`src/rtl/calc_pkg.sv`:
```
`default_nettype none
// +----------------------------------------------------------------------------+
// | Package   : calc_pkg                                                       |
// | Purpose   : Shared key codes, entry-state encodings and width helper for  |
// |             the calculator operand loader.                                 |
// | Revision  : 1.0  initial release                                           |
// +----------------------------------------------------------------------------+
package calc_pkg;

  localparam logic [3:0] KEY_DIG_MAX = 4'h9;
  localparam logic [3:0] KEY_PLUS    = 4'hA;
  localparam logic [3:0] KEY_MINUS   = 4'hB;
  localparam logic [3:0] KEY_NEG     = 4'hC;
  localparam logic [3:0] KEY_EQ      = 4'hD;
  localparam logic [3:0] KEY_CLR     = 4'hE;
  localparam logic [3:0] KEY_NOP     = 4'hF;

  localparam logic [1:0] ST_A_ENT    = 2'd0;
  localparam logic [1:0] ST_B_ENT    = 2'd1;
  localparam logic [1:0] ST_PRESENT  = 2'd2;

  // Operand width: sign bit on top of the magnitude.
  function automatic int calc_opw(input int mag_w);
    return mag_w + 1;
  endfunction

endpackage
`default_nettype wire

```
`src/rtl/calc_key_fifo.sv`:
```
`default_nettype none
// +----------------------------------------------------------------------------+
// | Module    : calc_key_fifo                                                  |
// | Purpose   : Small synchronous FIFO buffering key codes ahead of the entry  |
// |             FSM; only instantiated when CALC_KEY_FIFO_EN is defined.       |
// | Revision  : 1.0  initial release                                           |
// +----------------------------------------------------------------------------+
module calc_key_fifo #(
  parameter int DEPTH = 4,
  parameter int WIDTH = 4
) (
  input  logic             clk,
  input  logic             rst,
  input  logic             push,
  input  logic [WIDTH-1:0] wdata,
  input  logic             pop,
  output logic [WIDTH-1:0] rdata,
  output logic             full,
  output logic             empty
);

  localparam int AW = (DEPTH > 1) ? $clog2(DEPTH) : 1;

  logic [WIDTH-1:0] mem_q [DEPTH];
  logic [WIDTH-1:0] mem_d [DEPTH];
  logic [AW-1:0]    wr_ptr_q, wr_ptr_d;
  logic [AW-1:0]    rd_ptr_q, rd_ptr_d;
  logic [AW:0]      count_q,  count_d;
  logic             do_push, do_pop;

  assign full    = (count_q == (AW+1)'(DEPTH));
  assign empty   = (count_q == '0);
  assign rdata   = mem_q[rd_ptr_q];
  assign do_push = push && !full;
  assign do_pop  = pop && !empty;

  always_comb begin
    mem_d    = mem_q;
    wr_ptr_d = wr_ptr_q;
    rd_ptr_d = rd_ptr_q;
    count_d  = count_q;
    if (do_push) begin
      mem_d[wr_ptr_q] = wdata;
      wr_ptr_d        = wr_ptr_q + AW'(1);
    end
    if (do_pop) begin
      rd_ptr_d = rd_ptr_q + AW'(1);
    end
    if (do_push && !do_pop) begin
      count_d = count_q + (AW+1)'(1);
    end else if (!do_push && do_pop) begin
      count_d = count_q - (AW+1)'(1);
    end
  end

  // Storage needs no reset; only pointers and occupancy define contents.
  always_ff @(posedge clk) begin
    mem_q <= mem_d;
  end

  always_ff @(posedge clk) begin
    if (rst) begin
      wr_ptr_q <= '0;
      rd_ptr_q <= '0;
      count_q  <= '0;
    end else begin
      wr_ptr_q <= wr_ptr_d;
      rd_ptr_q <= rd_ptr_d;
      count_q  <= count_d;
    end
  end

endmodule
`default_nettype wire

```
`src/rtl/calc_operand_loader.sv`:
```
`default_nettype none
// +----------------------------------------------------------------------------+
// | Module    : calc_operand_loader                                            |
// | Purpose   : Key-entry front end for add_sub; assembles {a1, b1, add_sub}   |
// |             and presents it under a valid/ready handshake.                 |
// |             Optional key FIFO enabled by macro CALC_KEY_FIFO_EN.           |
// | Revision  : 1.0  initial release                                           |
// +----------------------------------------------------------------------------+
module calc_operand_loader
  import calc_pkg::*;
#(
  parameter int MAG_W      = 2,
  parameter int FIFO_DEPTH = 4
) (
  input  logic                   clk,
  input  logic                   rst,
  input  logic                   key_valid,
  output logic                   key_ready,
  input  logic [3:0]             key_code,
  output logic [calc_opw(MAG_W)-1:0] a1,
  output logic [calc_opw(MAG_W)-1:0] b1,
  output logic                   add_sub,
  output logic                   out_valid,
  input  logic                   out_ready,
  output logic                   err,
  output logic [1:0]             entry_st
);

  localparam int N_DIGITS = ((1 << MAG_W) < 10) ? (1 << MAG_W) : 10;

  generate
    if (FIFO_DEPTH < 2 || (FIFO_DEPTH & (FIFO_DEPTH - 1)) != 0) begin : g_depth_chk
      $error("FIFO_DEPTH must be a power of two and at least 2");
    end
  endgenerate

  logic [1:0]       state_q,   state_d;
  logic [MAG_W-1:0] a_mag_q,   a_mag_d;
  logic [MAG_W-1:0] b_mag_q,   b_mag_d;
  logic             a_sign_q,  a_sign_d;
  logic             b_sign_q,  b_sign_d;
  logic             a_seen_q,  a_seen_d;
  logic             b_seen_q,  b_seen_d;
  logic             add_sub_q, add_sub_d;
  logic             err_q,     err_d;

  logic             in_entry;
  logic             fsm_valid;
  logic [3:0]       fsm_code;
  logic             fsm_take;
  logic             key_is_digit;
  logic             digit_ok;
  logic [MAG_W-1:0] key_digit;
  logic             clr_all;

  assign in_entry = (state_q != ST_PRESENT);

`ifdef CALC_KEY_FIFO_EN
  logic       fifo_full;
  logic       fifo_empty;
  logic [3:0] fifo_rdata;

  calc_key_fifo #(
    .DEPTH (FIFO_DEPTH),
    .WIDTH (4)
  ) u_key_fifo (
    .clk   (clk),
    .rst   (rst),
    .push  (key_valid && !fifo_full),
    .wdata (key_code),
    .pop   (fsm_take),
    .rdata (fifo_rdata),
    .full  (fifo_full),
    .empty (fifo_empty)
  );

  assign key_ready = !fifo_full;
  assign fsm_valid = !fifo_empty;
  assign fsm_code  = fifo_rdata;
`else
  assign key_ready = in_entry;
  assign fsm_valid = key_valid;
  assign fsm_code  = key_code;
`endif

  assign fsm_take     = fsm_valid && in_entry;
  assign key_is_digit = (fsm_code <= KEY_DIG_MAX);
  assign digit_ok     = ({28'd0, fsm_code} < 32'(N_DIGITS));
  assign key_digit    = MAG_W'(fsm_code);

  always_comb begin
    state_d   = state_q;
    a_mag_d   = a_mag_q;
    b_mag_d   = b_mag_q;
    a_sign_d  = a_sign_q;
    b_sign_d  = b_sign_q;
    a_seen_d  = a_seen_q;
    b_seen_d  = b_seen_q;
    add_sub_d = add_sub_q;
    err_d     = 1'b0;
    clr_all   = 1'b0;

    if (state_q == ST_PRESENT) begin
      clr_all = out_ready;
    end else if (fsm_take) begin
      if (key_is_digit) begin
        if (!digit_ok) begin
          err_d = 1'b1;
        end else if (state_q == ST_A_ENT) begin
          a_mag_d  = key_digit;
          a_seen_d = 1'b1;
        end else begin
          b_mag_d  = key_digit;
          b_seen_d = 1'b1;
        end
      end else begin
        case (fsm_code)
          KEY_NEG: begin
            if (state_q == ST_A_ENT) a_sign_d = !a_sign_q;
            else                     b_sign_d = !b_sign_q;
          end
          KEY_PLUS, KEY_MINUS: begin
            // The operator stays editable in B_ENT until B's first digit.
            if (state_q == ST_A_ENT) begin
              if (a_seen_q) begin
                add_sub_d = (fsm_code == KEY_MINUS);
                state_d   = ST_B_ENT;
              end
            end else if (!b_seen_q) begin
              add_sub_d = (fsm_code == KEY_MINUS);
            end
          end
          KEY_EQ: begin
            if (state_q == ST_B_ENT && b_seen_q) state_d = ST_PRESENT;
          end
          KEY_CLR: clr_all = 1'b1;
          default: ;
        endcase
      end
    end

    if (clr_all) begin
      state_d   = ST_A_ENT;
      a_mag_d   = '0;
      b_mag_d   = '0;
      a_sign_d  = 1'b0;
      b_sign_d  = 1'b0;
      a_seen_d  = 1'b0;
      b_seen_d  = 1'b0;
      add_sub_d = 1'b0;
    end
  end

  always_ff @(posedge clk) begin
    if (rst) begin
      state_q   <= ST_A_ENT;
      a_mag_q   <= '0;
      b_mag_q   <= '0;
      a_sign_q  <= 1'b0;
      b_sign_q  <= 1'b0;
      a_seen_q  <= 1'b0;
      b_seen_q  <= 1'b0;
      add_sub_q <= 1'b0;
      err_q     <= 1'b0;
    end else begin
      state_q   <= state_d;
      a_mag_q   <= a_mag_d;
      b_mag_q   <= b_mag_d;
      a_sign_q  <= a_sign_d;
      b_sign_q  <= b_sign_d;
      a_seen_q  <= a_seen_d;
      b_seen_q  <= b_seen_d;
      add_sub_q <= add_sub_d;
      err_q     <= err_d;
    end
  end

  // A zero magnitude is always presented as +0.
  assign a1        = {a_sign_q && (a_mag_q != '0), a_mag_q};
  assign b1        = {b_sign_q && (b_mag_q != '0), b_mag_q};
  assign add_sub   = add_sub_q;
  assign out_valid = (state_q == ST_PRESENT);
  assign err       = err_q;
  assign entry_st  = state_q;

endmodule
`default_nettype wire
```
`config.mk`:
```
export PLATFORM = sky130hd
export DESIGN_NAME = calc_operand_loader
export DESIGN_NICKNAME = d
export VERILOG_FILES = /design/src/rtl/calc_pkg.sv /design/src/rtl/calc_key_fifo.sv /design/src/rtl/calc_operand_loader.sv
export SDC_FILE = /design/constraint.sdc
export NUM_CORES = 1
export LEC_CHECK = 0
export CAP_MARGIN = 15
export CORE_MARGIN = 2
export CORE_UTILIZATION = 43
export DETAILED_ROUTE_END_ITERATION = 8
export PLACE_DENSITY = 0.84
export SYNTH_ARGS = -nofsm -noshare
export SYNTH_HDL_FRONTEND = slang
export SYNTH_SLANG_ARGS = --single-unit
```
`constraint.sdc`:
```
create_clock -name clk -period 1.5 [get_ports clk]
set_input_delay 0.375 -clock clk [delete_from_list [all_inputs] [get_ports clk]]
set_output_delay 0.375 -clock clk [all_outputs]
set_load 0.01 [all_outputs]
```
After elaboration in Yosys (flattened, before gate mapping)
Cells that the tools add are included.
{"block": "totals", "reg_bits": 12, "elab_cells": 59, "input_bits": 8, "out_inout_bits": 12}
{"block": "op_classes", "order_cmp": 2, "n_eq_ne": 13, "bitwise_logic": 4, "reduce_logical": 19, "mux": 12}
{"cell": "$eq 4x4->1 const B", "n": 5}
{"cell": "$reduce_and 5->1", "n": 4}
{"cell": "$ne 2x2->1 const B", "n": 5}
{"cell": "$mux 1", "n": 8}
{"cell": "$reduce_and 7->1", "n": 1}
{"cell": "$mux 2", "n": 3}
{"cell": "$reduce_and 6->1", "n": 1}
{"cell": "$reduce_bool 2->1", "n": 3}
{"cell": "$le 4x4->1 const B", "n": 1}
{"cell": "$logic_and 1x1->1", "n": 4}
{"cell": "$lt 4x3->1 const B", "n": 1}
{"cell": "$not 1->1", "n": 4}
{"cell": "$pmux 2 s2", "n": 1}
{"cell": "$reduce_or 2->1", "n": 2}
{"cell": "$reduce_or 4->1", "n": 1}
{"cell": "$eq 2x1->1 const B", "n": 1}
{"cell": "$eq 2x2->1 const B", "n": 1}
{"cell": "$logic_not 1->1", "n": 2}
{"cell": "$logic_not 2->1", "n": 1}
{"cell": "$ne 2x1->1 const B", "n": 1}

Depth between registers and ports, before layout
{"block": "logic_depth", "depth_word": 6, "depth_mapped": 5, "ltp_nobuf": 4}

Worst setup path before layout
OpenSTA, ideal clock, no wires.
{"block": "synth_path", "path_type": "register to register", "start": "register state_q[0], in the netlist entry_st[0]", "end": "register state_q[0], in the netlist entry_st[0]", "setup_time_ps": 129, "path_buffers": 1, "t_arrival_ps": 1240, "path_slack_ps": 130, "synth_period_minus_slack_ps": 1370, "t_required_ps": 1371, "stages_incl_launch_ff": 6, "path_cell_list": "dfxtp_1 nand2b_1 inv_1 o311ai_1 buf_2 a211oi_1"}
{"block": "synth_between", "elab_chain_len": 5, "word_cells_on_any_way": 13, "cone_classes": "5 x eq/ne; 2 x mux; 1 x bitwise; 5 x reduce/logical"}
{"item": "start, declared", "line": "calc_operand_loader.sv:37", "source": "logic [1:0] state_q, state_d;"}
{"item": "start signal, assigned", "line": "calc_operand_loader.sv:166", "source": "state_q <= state_d;"}
{"item": "$ne 2x2->1 (*)", "line": "calc_operand_loader.sv:56", "source": "assign in_entry = (state_q != ST_PRESENT);"}
{"item": "via key_ready", "line": "calc_operand_loader.sv:18", "source": "output logic key_ready,"}
{"item": "$logic_and 1x1->1 (*)", "line": "calc_operand_loader.sv:86", "source": "assign fsm_take = fsm_valid && in_entry;"}
{"item": "$mux 1", "line": "calc_operand_loader.sv:105", "source": "end else if (fsm_take) begin"}
{"item": "$mux 1", "line": "calc_operand_loader.sv:103", "source": "if (state_q == ST_PRESENT) begin"}
{"item": "$reduce_or 2->1 (no line)"}
The timed path passes the listed nets; every way through them passes the cells marked *.
A chain may end at the register's enable or synchronous reset.

Final worst setup path
{"block": "layout_path", "start": "register state_q[0], in the netlist entry_st[0]", "end": "output out_valid"}
{"block": "layout_between", "elab_chain_len": 1}
{"item": "$eq 2x2->1", "line": "calc_operand_loader.sv:182", "source": "assign out_valid = (state_q == ST_PRESENT);"}
{"item": "end, declared", "line": "calc_operand_loader.sv:23", "source": "output logic out_valid,"}
No other way between the ends.

==> impl_metrics.json <==
{
  "outcome": "finished clean",
  "cts.root.buffer_cell": "clkbuf_4",
  "synthTopCellsByArea": "dfxtp_1, a21oi_1, nand2b_1",
  "drive_gt1_share_pct": 21.6,
  "gp_congestion": 0.833,
  "worstPathArrival_ns": 1.07,
  "crit_required_ns": 1.12,
  "tritoncts": "built",
  "grtUsageTotal_pct": 20.8,
  "initial_utilization_pct": 46.7,
  "clock_path_buffers": 2,
  "clock_latency_ns": 0.28,
  "io_buffers": 19,
  "grt_pass1_wl_um": 2770,
  "netlist_instances": 71,
  "p_int_mw": 0.469,
  "clock_power_share_pct": 32.2,
  "p_sw_mw": 0.156,
  "max_freq_ghz": 0.692,
  "timing.setup.tns_ns": 0,
  "seq_area_um2": 241,
  "cp-start-kind": "flip-flop",
  "io_pins": 20,
  "netlist_area_um2": 616,
  "row_count": 13,
  "vdd_ir_drop_max_mv": 0.498,
  "place_ws_ns": -0.407,
  "fillers": 114,
  "clk_pin_slew_worst_paths_ns": 0.07,
  "ys_seq_elements": 12,
  "synth.avg_cell_area_um2": 8.67,
  "route.detailed.drc": 0,
  "synth_nets": 79,
  "dp_hpwl_um": 1160,
  "grt_pass1_vias": 622,
  "synth.distinct_cells": 28,
  "antenna_found_initial": 0,
  "finalCritPeriodShare_pct": 96.3,
  "postCtsSetupBuffers": 0,
  "hold_violations": 0,
  "setup_viol": 0,
  "end_kind": "primary output",
  "swShare_pct": 25.0,
  "yosys.area.top_type": "dfxtp_1",
  "die-area_um2": 1750,
  "diodes": 0,
  "r2r_cells": 4,
  "dpl_cell_area_um2": 901,
  "tightest_slew_ns": 0.323,
  "power_leakage_nw": 0.450,
  "antenna_left": 0,
  "synth_warnings": 0,
  "rr_endpoint": "a_sign_q",
  "fin_skew_ns": 0.00217,
  "yosysSeqAreaShare_pct": 39.0,
  "synthArstFlopShare_pct": 0,
  "power.density_nw_per_um2": 659,
  "multiInputGateArea_um2": 379,
  "r2r-start": "entry_st[1]",
  "dieWidth_um": 41.8,
  "layout.cells.non_filler": 117,
  "path_max_fanout": 2,
  "p_comb_share_pct": 15.3,
  "routed_wl_um": 1640,
  "rsz0062_at_grt": "no",
  "hold_path_depth": 2,
  "hold_class": "flip-flop to flip-flop",
  "first_pass_iters": 4,
  "slew_violations": 0,
  "cts_num_sinks": 12,
  "setup_slack_ns": 0.0556,
  "worstHoldEndpoint": "a_sign_q",
  "h-tree-depth": 1,
  "die_height_um": 41.8,
  "drtIter0Drc": 13,
  "drv_cap": 0,
  "routedWlPerCell_um": 14.0,
  "fin_area_um2": 948,
  "slew_headroom_pct": 78.4,
  "synth.most_common_cell": "dfxtp_1",
  "fin_hold_ws_ns": 0.487,
  "vias": 653,
  "crit_type": "flip-flop to primary output",
  "overflow": 0,
  "yosys-top-cells-count": "dfxtp_1, a21oi_1, nor2_1",
  "cts_made_buffers": 3,
  "design.core.area_um2": 1320,
  "viasPerCell": 5.58,
  "fin_nets": 112,
  "min_from": "a_sign_q",
  "area_growth_syn_to_layout_pct": 54.1,
  "p_total_mw": 0.625,
  "reg2reg_slack_ns": 0.18,
  "ctsHoldBuffers": 0,
  "p_seq_share_pct": 52.4,
  "fin_util_pct": 72.0,
  "period_needed_ns": 1.44,
  "synth_ff_type": "dfxtp_1",
  "grt_max_degree": 12,
  "synth-edff-count": 0,
  "synth_top_cell_area_share_pct": 39.0,
  "dp_cells": 114
}
## flip-flops by register name, summed over array words and instances (netlist names)
| register | count |
|---|---|
| b_mag_q | 2 |
| a_mag_q | 2 |
| entry_st | 2 |
| b_sign_q | 1 |
| b_seen_q | 1 |
| a_sign_q | 1 |
| a_seen_q | 1 |
| add_sub | 1 |
| err | 1 |
## power groups by stage
stage,Sequential [mW],Clock [mW],Combinational [mW]
floorplan,0.337,0,0.0314
global placement,0.335,0,0.0893
detailed placement,0.335,0,0.0908
CTS,0.328,0.205,0.0911
global route,0.329,0.213,0.105
finish,0.328,0.201,0.0958
## layout by cell type, fill, tap and decap left out
| master | count |
|---|---|
| clkbuf_4 | 3 |
| dfxtp_1 | 11 |
| a211oi_1 | 1 |
| nor4b_2 | 1 |
| o211ai_1 | 1 |
| clkdlybuf4s50_1 | 3 |
| a31oi_1 | 3 |
| dfxtp_2 | 1 |
| o311ai_4 | 1 |
| or3_1 | 1 |
| nand3b_1 | 1 |
| nor4b_1 | 1 |
| or2_1 | 1 |
| dlymetal6s2s_1 | 3 |
| o21a_1 | 2 |
| inv_1 | 4 |
| o31ai_1 | 1 |
| and4bb_2 | 1 |
| buf_4 | 12 |
| or3b_2 | 2 |
| nand3_1 | 3 |
| nand2b_1 | 4 |
| dlygate4sd2_1 | 13 |
| a21o_1 | 1 |
| a21oi_1 | 6 |
| or4_1 | 1 |
| nor2_1 | 6 |
| o21ai_0 | 4 |
| nor3b_1 | 3 |
| nor2b_1 | 3 |
| nand4b_4 | 1 |
| mux2i_1 | 2 |
| and4b_1 | 1 |
## how the worst max path moves through the flow
| stage | end | from | slack, ns |
|---|---|---|---|
| finish | out_valid | entry_st[0] | 0.06 |
| global route | out_valid | entry_st[0] | 0.01 |
| CTS | err | err | 0.004 |
| detailed placement | entry_st[0] | key_code[2] | -0.41 |
| global placement | b_sign_q | key_code[2] | -0.32 |
| floorplan | entry_st[0] | entry_st[0] | 0.13 |
## timing repair
action                                  CTS  global route
pin swaps                                 1             2
gates cloned                              0             0
resized for setup                        16             5
endpoints found under the setup margin   22            13
## per-layer routing
metal	share of wire (%)	track usage [%]	routed length (um)
met3	5.2	3.91	85
met2	45	30.3	737
met1	46	27.0	761
met5	0	0	0
met4	3.2	15.5	53
## worst max-delay path: stages, from the launching register on
cell and delay (ns):
dfxtp_1 0.31, nand2b_1 0.15, inv_1 0.07, dlygate4sd2_1 0.27
## logic make-up after synthesis
logic type | after synthesis | synth area share [%]
AOI/OAI and AO/OA | 20 | 19.9
buffers and inverters | 7 | 4.67
DFF | 12 | 39.0
muxes | 2 | 3.25
and+or+nand+nor | 30 | 33.1
## layout make-up
type,instances,area share (%)
multi-input combinational,52,40.0
timing repair buffer,31,28.6
sequential,12,25.5
clock buffer,3,2.37
tap,15,1.98
inverter,4,1.58
(Power assumes the default switching activity.)
